**src/rtl/seg7_pkg.sv**
```systemverilog
// Shared types and the hex-to-segment table for the seven-segment scan controller.
// Segment vectors are ordered gfedcba and active-low.
package seg7_pkg;

    localparam logic [6:0] SEG_BLANK = 7'b111_1111;

    typedef enum logic [1:0] {
        IDLE,
        BLANK,
        ON
    } scan_state_t;

    function automatic logic [6:0] hex_to_seg(input logic [3:0] nib);
        logic [6:0] seg;
        case (nib)
            4'h0: seg = 7'b100_0000;
            4'h1: seg = 7'b111_1001;
            4'h2: seg = 7'b010_0100;
            4'h3: seg = 7'b011_0000;
            4'h4: seg = 7'b001_1001;
            4'h5: seg = 7'b001_0010;
            4'h6: seg = 7'b000_0010;
            4'h7: seg = 7'b111_1000;
            4'h8: seg = 7'b000_0000;
            4'h9: seg = 7'b001_0000;
            4'hA: seg = 7'b000_1000;
            4'hB: seg = 7'b000_0011;
            4'hC: seg = 7'b100_0110;
            4'hD: seg = 7'b010_0001;
            4'hE: seg = 7'b000_0110;
            default: seg = 7'b000_1110;
        endcase
        return seg;
    endfunction

endpackage

```
**src/rtl/hex_to_seg7.sv**
```systemverilog
// Combinational hex nibble to active-low gfedcba segment decoder.
module hex_to_seg7
    import seg7_pkg::*;
(
    input  logic [3:0] hex,
    output logic [6:0] seg
);

    always_comb begin
        seg = hex_to_seg(hex);
    end

endmodule

```
**src/rtl/seg7_scan_ctrl.sv**
```systemverilog
// Time-multiplexed common-anode seven-segment scan controller with a blanking
// guard at the start of every digit slot and frame-aligned display updates.
module seg7_scan_ctrl
    import seg7_pkg::*;
#(
    parameter int NUM_DIGITS   = 4,
    parameter int REFRESH_DIV  = 50000,
    parameter int BLANK_CYCLES = 500
) (
    input  logic                    clk,
    input  logic                    rst,
    input  logic                    enable,
    input  logic                    load,
    input  logic [4*NUM_DIGITS-1:0] data_in,
    input  logic [NUM_DIGITS-1:0]   dp_in,
    input  logic [NUM_DIGITS-1:0]   blank_in,
    output logic                    load_ack,
    output logic [NUM_DIGITS-1:0]   an_out,
    output logic [6:0]              seg_out,
    output logic                    dp_out
);

    localparam int CW = (REFRESH_DIV > 1) ? $clog2(REFRESH_DIV) : 1;
    localparam int IW = (NUM_DIGITS > 1) ? $clog2(NUM_DIGITS) : 1;

    localparam logic [CW-1:0]         SLOT_LAST  = CW'(REFRESH_DIV - 1);
    localparam logic [CW-1:0]         BLANK_LAST = CW'(BLANK_CYCLES - 1);
    localparam logic [IW-1:0]         DIGIT_LAST = IW'(NUM_DIGITS - 1);
    localparam logic [NUM_DIGITS-1:0] AN_ONE     = NUM_DIGITS'(1);

    scan_state_t                  state;
    logic [CW-1:0]                slot_cnt;
    logic [IW-1:0]                digit_idx;

    logic [NUM_DIGITS-1:0][3:0]   disp_data;
    logic [NUM_DIGITS-1:0]        disp_dp;
    logic [NUM_DIGITS-1:0]        disp_blank;
    logic [NUM_DIGITS-1:0][3:0]   pend_data;
    logic [NUM_DIGITS-1:0]        pend_dp;
    logic [NUM_DIGITS-1:0]        pend_blank;
    logic                         pend_valid;

    logic                         frame_wrap;
    logic                         commit;
    logic [3:0]                   cur_nib;
    logic [6:0]                   dec_seg;

    always_comb begin
        frame_wrap = (state == ON) && (slot_cnt == SLOT_LAST) && (digit_idx == DIGIT_LAST);
        // While scanning, the display register may only change on the wrap that
        // starts a new frame, so every digit of a frame shows the same value.
        commit     = pend_valid && ((state == IDLE) || (enable && frame_wrap));
        cur_nib    = disp_data[digit_idx];
    end

    hex_to_seg7 u_dec (
        .hex (cur_nib),
        .seg (dec_seg)
    );

    always_ff @(posedge clk or posedge rst) begin
        if (rst) begin
            state     <= IDLE;
            slot_cnt  <= '0;
            digit_idx <= '0;
            an_out    <= '1;
            seg_out   <= SEG_BLANK;
            dp_out    <= 1'b1;
        end else begin
            if (!enable) begin
                state     <= IDLE;
                slot_cnt  <= '0;
                digit_idx <= '0;
            end else begin
                case (state)
                    IDLE: begin
                        state     <= BLANK;
                        slot_cnt  <= '0;
                        digit_idx <= '0;
                    end
                    BLANK: begin
                        slot_cnt <= slot_cnt + 1'b1;
                        if (slot_cnt == BLANK_LAST) state <= ON;
                    end
                    ON: begin
                        if (slot_cnt == SLOT_LAST) begin
                            slot_cnt  <= '0;
                            state     <= BLANK;
                            digit_idx <= (digit_idx == DIGIT_LAST) ? '0 : digit_idx + 1'b1;
                        end else begin
                            slot_cnt <= slot_cnt + 1'b1;
                        end
                    end
                    default: state <= IDLE;
                endcase
            end

            // Outputs follow the scan position of the current cycle, one cycle late.
            an_out  <= (state == ON) ? ~(AN_ONE << digit_idx) : '1;
            seg_out <= ((state == IDLE) || disp_blank[digit_idx]) ? SEG_BLANK : dec_seg;
            dp_out  <= ~((state != IDLE) && !disp_blank[digit_idx] && disp_dp[digit_idx]);
        end
    end

    always_ff @(posedge clk or posedge rst) begin
        if (rst) begin
            disp_data  <= '0;
            disp_dp    <= '0;
            disp_blank <= '0;
            pend_data  <= '0;
            pend_dp    <= '0;
            pend_blank <= '0;
            pend_valid <= 1'b0;
            load_ack   <= 1'b0;
        end else begin
            load_ack <= commit;
            if (commit) begin
                disp_data  <= pend_data;
                disp_dp    <= pend_dp;
                disp_blank <= pend_blank;
            end
            // A load in the commit cycle refills pending rather than being dropped.
            if (load) begin
                pend_data  <= data_in;
                pend_dp    <= dp_in;
                pend_blank <= blank_in;
                pend_valid <= 1'b1;
            end else if (commit) begin
                pend_valid <= 1'b0;
            end
        end
    end

endmodule

```
**config.mk**
```make
export PLATFORM = sky130hd
export DESIGN_NAME = seg7_scan_ctrl
export DESIGN_NICKNAME = d
export VERILOG_FILES = /design/src/rtl/seg7_pkg.sv /design/src/rtl/hex_to_seg7.sv /design/src/rtl/seg7_scan_ctrl.sv
export SDC_FILE = /design/constraint.sdc
export NUM_CORES = 1
export LEC_CHECK = 0
export CAP_MARGIN = 20
export CORE_ASPECT_RATIO = 1.75
export CORE_MARGIN = 5
export CORE_UTILIZATION = 30
export DETAILED_ROUTE_END_ITERATION = 8
export GPL_TIMING_DRIVEN = 0
export SETUP_SLACK_MARGIN = 0.2
export SLEW_MARGIN = 20
export SYNTH_ARGS = -nofsm -noshare
export SYNTH_HDL_FRONTEND = slang
export SYNTH_SLANG_ARGS = --single-unit
```
**constraint.sdc**
```tcl
create_clock -name clk -period 3.38 [get_ports clk]
set_clock_uncertainty 0.05 [all_clocks]
set_input_delay 0.338 -clock clk [delete_from_list [all_inputs] [get_ports clk]]
set_output_delay 0.338 -clock clk [all_outputs]
set_load 0.1 [all_outputs]
```
After elaboration in Yosys (flattened, before gate mapping). Memories as Yosys holds them, arrays and structs flattened. Index checks and enable logic that the tools add are counted.

$add $sub $neg: 2. $lt $le $gt $ge: 1. Eq/ne operators: 9. Shift-type cells: 1. Multiplexer cells: 21. Bitwise logic cells: 2. Reduce and logical (&&, ||, !) cells: 14.

Operator list (count): $pmux 16 s3 (1); $mux 16 (2); $add 16x1->16 const B (1); $eq 16x16->1 const B (1); $eq 16x9->1 const B (1); $mux 2 (6); $bmux 4 s2 (1); $mux 4 (2); $mux 7 (1); $logic_and 1x1->1 (6); $pmux 2 s3 (1); $bmux 1 s2 (2); $eq 2x2->1 const B (2); $mux 1 (4); $ne 4x1->1 const B (1); $not 4->4 (1); $pmux 2 s2 (1); $reduce_and 2->1 (2); $reduce_bool 2->1 (2); $shl 1x2->4 const A (1); $lt 2x3->1 const B (1); $ne 3x1->1 const B (1); $ne 3x2->1 const B (1); $ne 3x3->1 const B (1); 6 further kinds (7).

Flip-flop bits (word level): 82. Bits in read-only memories: 112. Input bits: 28. Output and inout port bits: 13. Logic and storage cells: 71. Memories kept: 1.

Memories: (no name shown) (depth 16, width 7, read ports 1, clocked after Yosys merged registers in 0, write ports 0, RTL line seg7_pkg.sv:15) `case (nib)`.

Depth between registers and ports, before layout.
Depth after elaboration: 8. Gate-level depth with buffers: 7. Mapped depth without buffers: 6.

Hierarchy. A second synthesis with hierarchy kept.

Cells, all modules: 441. Area total of the unflattened synthesis: 4594.4 um^2.

Modules (own cells, without submodules): seg7_scan_ctrl (instances 1, cells an instance 409, area each 4319.1 um^2, sequential area each 2067.0 um^2); hex_to_seg7 (instances 1, cells an instance 32, area each 275.3 um^2, sequential area each 0.0 um^2).

Worst setup path after synthesis. OpenSTA, ideal clock, no wires.

Path type: register to register. From: register digit_idx[0]. To: register seg_out[3]. Setup time: 0.089 ns. Arrival time: 1.921 ns. Data required time: 3.241 ns. Path slack: 1.319 ns. Cell stages (with the launch flop): 8. Buffers on the path: 1. Clock period less this slack: 2.061 ns. Cell sequence: dfrtp_1 -> buf_6 -> mux4_2 -> inv_1 -> ha_1 -> inv_1 -> mux4_2 -> nand2b_1.

Longest elaborated chain between the ends: 4. Elaborated cells on any way between the ends: 7. Classes of those cells: mux: 5; reduce/logical: 1; memory: 1.

RTL lines: start, declared (RTL line seg7_scan_ctrl.sv:33) `logic [IW-1:0] digit_idx;`; start signal, assigned (RTL line seg7_scan_ctrl.sv:89) `digit_idx <= (digit_idx == DIGIT_LAST) ? '0 : digit_idx + 1'b1;`; $bmux 4 s2 / $bmux 1 s2 (equally long branches) (RTL line seg7_scan_ctrl.sv:53, seg7_scan_ctrl.sv:100); $mux 4 (not written as such) / $mux 1 (equally long branches) (RTL line seg7_scan_ctrl.sv:53, seg7_scan_ctrl.sv:100); $mem_v2 16x7 / $logic_or 1x1->1 (equally long branches); $mux 7 (*) (RTL line seg7_scan_ctrl.sv:100) `seg_out <= ((state == IDLE) || disp_blank[digit_idx]) ? SEG_BLANK : dec_seg;`; end signal, assigned (RTL line seg7_scan_ctrl.sv:100); end, declared (RTL line seg7_scan_ctrl.sv:19) `output logic [6:0] seg_out,`.

Every way passes the cells marked *; elsewhere a longest branch is shown, timed or not. The select of a mux whose other input is x is not followed. A chain may end at the register's enable or synchronous reset.

Worst setup path in the final report.
From: register state[0]. To: register slot_cnt[8].

Longest elaborated chain between the ends: 3. Elaborated cells on any way between the ends: 6. Classes of those cells: eq/ne: 3; mux: 2; reduce/logical: 1.

RTL lines: start, declared (RTL line seg7_scan_ctrl.sv:31) `scan_state_t state;`; start signal, assigned (RTL line seg7_scan_ctrl.sv:63) `state <= IDLE;`; start signal, assigned (RTL line seg7_scan_ctrl.sv:71) `state <= IDLE;`; start signal, assigned (RTL line seg7_scan_ctrl.sv:77) `state <= BLANK;`; $eq 2x2->1 (tied with other cells) (RTL line seg7_scan_ctrl.sv:75) `case (state)`; $pmux 16 s3 (RTL line seg7_scan_ctrl.sv:75); $mux 16 (RTL line seg7_scan_ctrl.sv:70) `if (!enable) begin`; end signal, assigned (RTL line seg7_scan_ctrl.sv:82) `slot_cnt <= slot_cnt + 1'b1;`; end signal, assigned (RTL line seg7_scan_ctrl.sv:91) `slot_cnt <= slot_cnt + 1'b1;`; end, declared (RTL line seg7_scan_ctrl.sv:32) `logic [CW-1:0] slot_cnt;`.

Several ways; a longest one is shown, not always the timed one.

==> metrics.txt <==
via count of the first global-routing pass 4085; wire length of the first global-routing pass 19900 µm; final setup violating endpoints 0; Min Clock Period, post-route 2550 ps; post_cts resized 0; share of post-route cells with drive strength above 1 16.9%; post-route worst hold slack 364 ps; antenna violation net count after detailed routing 0; predominant post-synthesis flop cell sky130_fd_sc_hd__dfrtp_1; sink count of the clock tree slightly above 80; clock network latency to the later pin of the worst-skew pair 330 ps; number of flip-flops and latches in the synthesized netlist 82; number of nets in the finished design about 540; global routing usage summed across all routing layers 13.9%; horizontal die dimension 103 µm; Synthesized Nets 484; deepest level of the CTS H-tree 3; root cell of the clock tree sky130_fd_sc_hd__clkbuf_16; post-detailed-route DRC marker count 0; crit path launch state[0]; largest buffer count on any clock path 2; clock tree from TritonCTS done; yosys warns 0; critical path capture point type flop; part of the cycle the worst path needs 75.5%; CP startpoint kind flop; first-pass iteration count of the detailed router 4; Hold WC Path Type primary input to asynchronous set/reset pin; number of buffers added on ports 39; distinct cell type count after synthesis 62; wire length per cell after detailed routing about 17 µm; wire length after detailed routing 11700 µm; Inserted Clock Buffers 9; Setup TNS Final 0 ps; violation count after the first detailed-route iteration ~190; power density over cell area 736 mW/mm²; VDD IR-drop max 0.256 mV; Final Max Slew Viols 0; Post-synth ARST share 100%; Area Growth Syn to Fin 20.0%; count of maximum capacitance violations 0; Die ar. between 0.015 and 0.02 mm²; synthesized instance count 441; cell count after placement between 600 and 700; post-route insts no fill 680; Crit Path Class flop to flop; final estimated routing congestion in global placement ~0.85; number of antenna violations at the first check in global routing 0; Initial Utilization 30.6%; maximum number of pins on one net before global-route repair 45; Row Count 59; top-level port count 41; post-synthesis instance area 0.00458 mm²; critical path data arrival time 2750 ps; core box area roughly 0.015 mm²; Vert. Die Dim between 150 and 200 µm; sum of net half-perimeters after detailed placement 8700 µm; count of hold-fix buffers inserted at cts 0; relative slew slack 34.8%; reg2reg start state[0]; Clock transition at path regs roughly 60 ps; CP max FO 10; run status complete, no violations; global route overflow 0; total via count in the routed design between 3k and 4k; part of the Yosys area used for sequential elements a little under half; ANT cells 0; total setup buffers inserted after CTS 0; static power due to leakage between 2 and 2.5 nW; final count of hold timing violations 0; worst endpoint required time roughly 3600 ps; upper clock frequency limit 392 MHz; Post-Synthesis Mean Instance Area 10.4 µm²; unrepaired setup endpoints after global routing no; slew at the pin closest to its max-slew limit roughly 1000 ps; via density per instance 5.43; number of enable flip-flop cells after synthesis 0
-- worst paths after layout --
kind	endpoint	slack [ps]	cells after the start
max	slot_cnt[8]	830	7
min	pend_data[9]	360	2
max reg2reg	slot_cnt[8]	830	7
min reg2reg	pend_data[10]	490	1
max in group asynchronous	an_out[0]	2220	3
min in group clk	pend_data[11]	420	2
-- cell type report --
cell class	count	area, µm²
plain buffers	33	146
clock buffers	14	264
clock inverters	2	12.5
fillers	1505	9480
inverters	28	108
multi-input cells	298	2270
flip-flops and latches	82	2070
well taps	183	229
repair buffers	40	410
-- Yosys cell counts (all sizes together) (14+ instances only) --
cell type,n,area share (%)
nor2b,16,2.2
nand3,20,2.6
nand2,35,2.9
mux2,25,6.1
nand4,30,4.2
o21a,14,2.3
clkbuf,19,1.6
buf,14,1.6
dfrtp,70,38
o311ai,14,2.7
inv,28,2.3
ha,15,4.1
o211ai,16,2.7
a21oi,17,1.9
-- layout by cell type, fill, tap and decap left out, types with 3 or more instances in the layout --
cell,n
sky130_fd_sc_hd__clkbuf_16,9
sky130_fd_sc_hd__and3_1,3
sky130_fd_sc_hd__o311ai_1,14
sky130_fd_sc_hd__nand3_1,18
sky130_fd_sc_hd__o21ai_0,6
sky130_fd_sc_hd__o21ai_1,6
sky130_fd_sc_hd__mux2i_1,3
sky130_fd_sc_hd__buf_1,3
sky130_fd_sc_hd__nor2_1,6
sky130_fd_sc_hd__dfrtp_1,70
sky130_fd_sc_hd__o21a_1,14
sky130_fd_sc_hd__inv_1,27
sky130_fd_sc_hd__mux4_2,7
sky130_fd_sc_hd__nor4_1,5
sky130_fd_sc_hd__nand2b_1,12
sky130_fd_sc_hd__mux2_2,25
sky130_fd_sc_hd__clkdlybuf4s50_1,39
sky130_fd_sc_hd__ha_1,15
sky130_fd_sc_hd__nand2_1,35
sky130_fd_sc_hd__a21oi_1,17
sky130_fd_sc_hd__nor2b_1,16
sky130_fd_sc_hd__clkbuf_1,22
sky130_fd_sc_hd__dfstp_2,12
sky130_fd_sc_hd__nand4_1,29
sky130_fd_sc_hd__o211ai_1,15
sky130_fd_sc_hd__buf_2,9
sky130_fd_sc_hd__o221ai_1,9
-- power breakdown --
part           internal (W)  switching [W]
logic              0.000648        0.00109
clock network      0.000537       0.000373
registers           0.00124       0.000155
total               0.00243        0.00162
-- metrics by stage --
stage | total power, W | area [µm²] | setup slack (ps) | util (%)
6_report | 0.00405 | 5500 | 829 | 36.7
5_1_grt | 0.00432 | 5500 | 547 | 36.7
4_1_cts | 0.00409 | 5500 | 758 | 36.7
3_5_place_dp | 0.00316 | 5230 | 793 | 34.9
3_3_place_gp | 0.00309 | 5200 | -472 | 34.7
2_1_floorplan | 0.00270 | 4580 | 903 | -
-- state kept, by name, indices dropped and copies added, names as in the netlist --
name	count
disp_data	16
pend_data	16
slot_cnt	16
seg_out	7
an_out	4
disp_blank	4
disp_dp	4
pend_blank	4
pend_dp	4
digit_idx	2
state	2
dp_out	1
load_ack	1
pend_valid	1
-- critical path, cell delays in order, from the launching register on --
cell and delay [ps]:
sky130_fd_sc_hd__dfrtp_1 450, sky130_fd_sc_hd__inv_1 110, sky130_fd_sc_hd__ha_1 200, sky130_fd_sc_hd__clkbuf_1 210, sky130_fd_sc_hd__nor4b_2 820, sky130_fd_sc_hd__clkbuf_1 430
sky130_fd_sc_hd__nand2_1 100, sky130_fd_sc_hd__o211ai_1 90
-- logic make-up (layout without fill, tap and decap cells) --
logic type	Yosys count	after routing	synth area share (%)
buf+inv	61	117	5.49
mux	35	35	10.2
simple gates	146	146	18.5
flops	82	82	45.1
compound gates	101	101	16.4
fa+ha+maj	15	15	4.09
xor+xnor	1	1	0.191
-- routing by layer --
| layer | up-vias | share of wire [%] | track usage (%) |
|---|---|---|---|
| li1 | 1747 | - | - |
| met1 | 1842 | 38 | 14.8 |
| met2 | 79 | 55 | 24.7 |
| met3 | 22 | 3.8 | 2.66 |
| met4 | 0 | 3.2 | 7.89 |
| met5 | - | 0 | 0 |
Note: power is estimated with default switching activity, not from simulation.
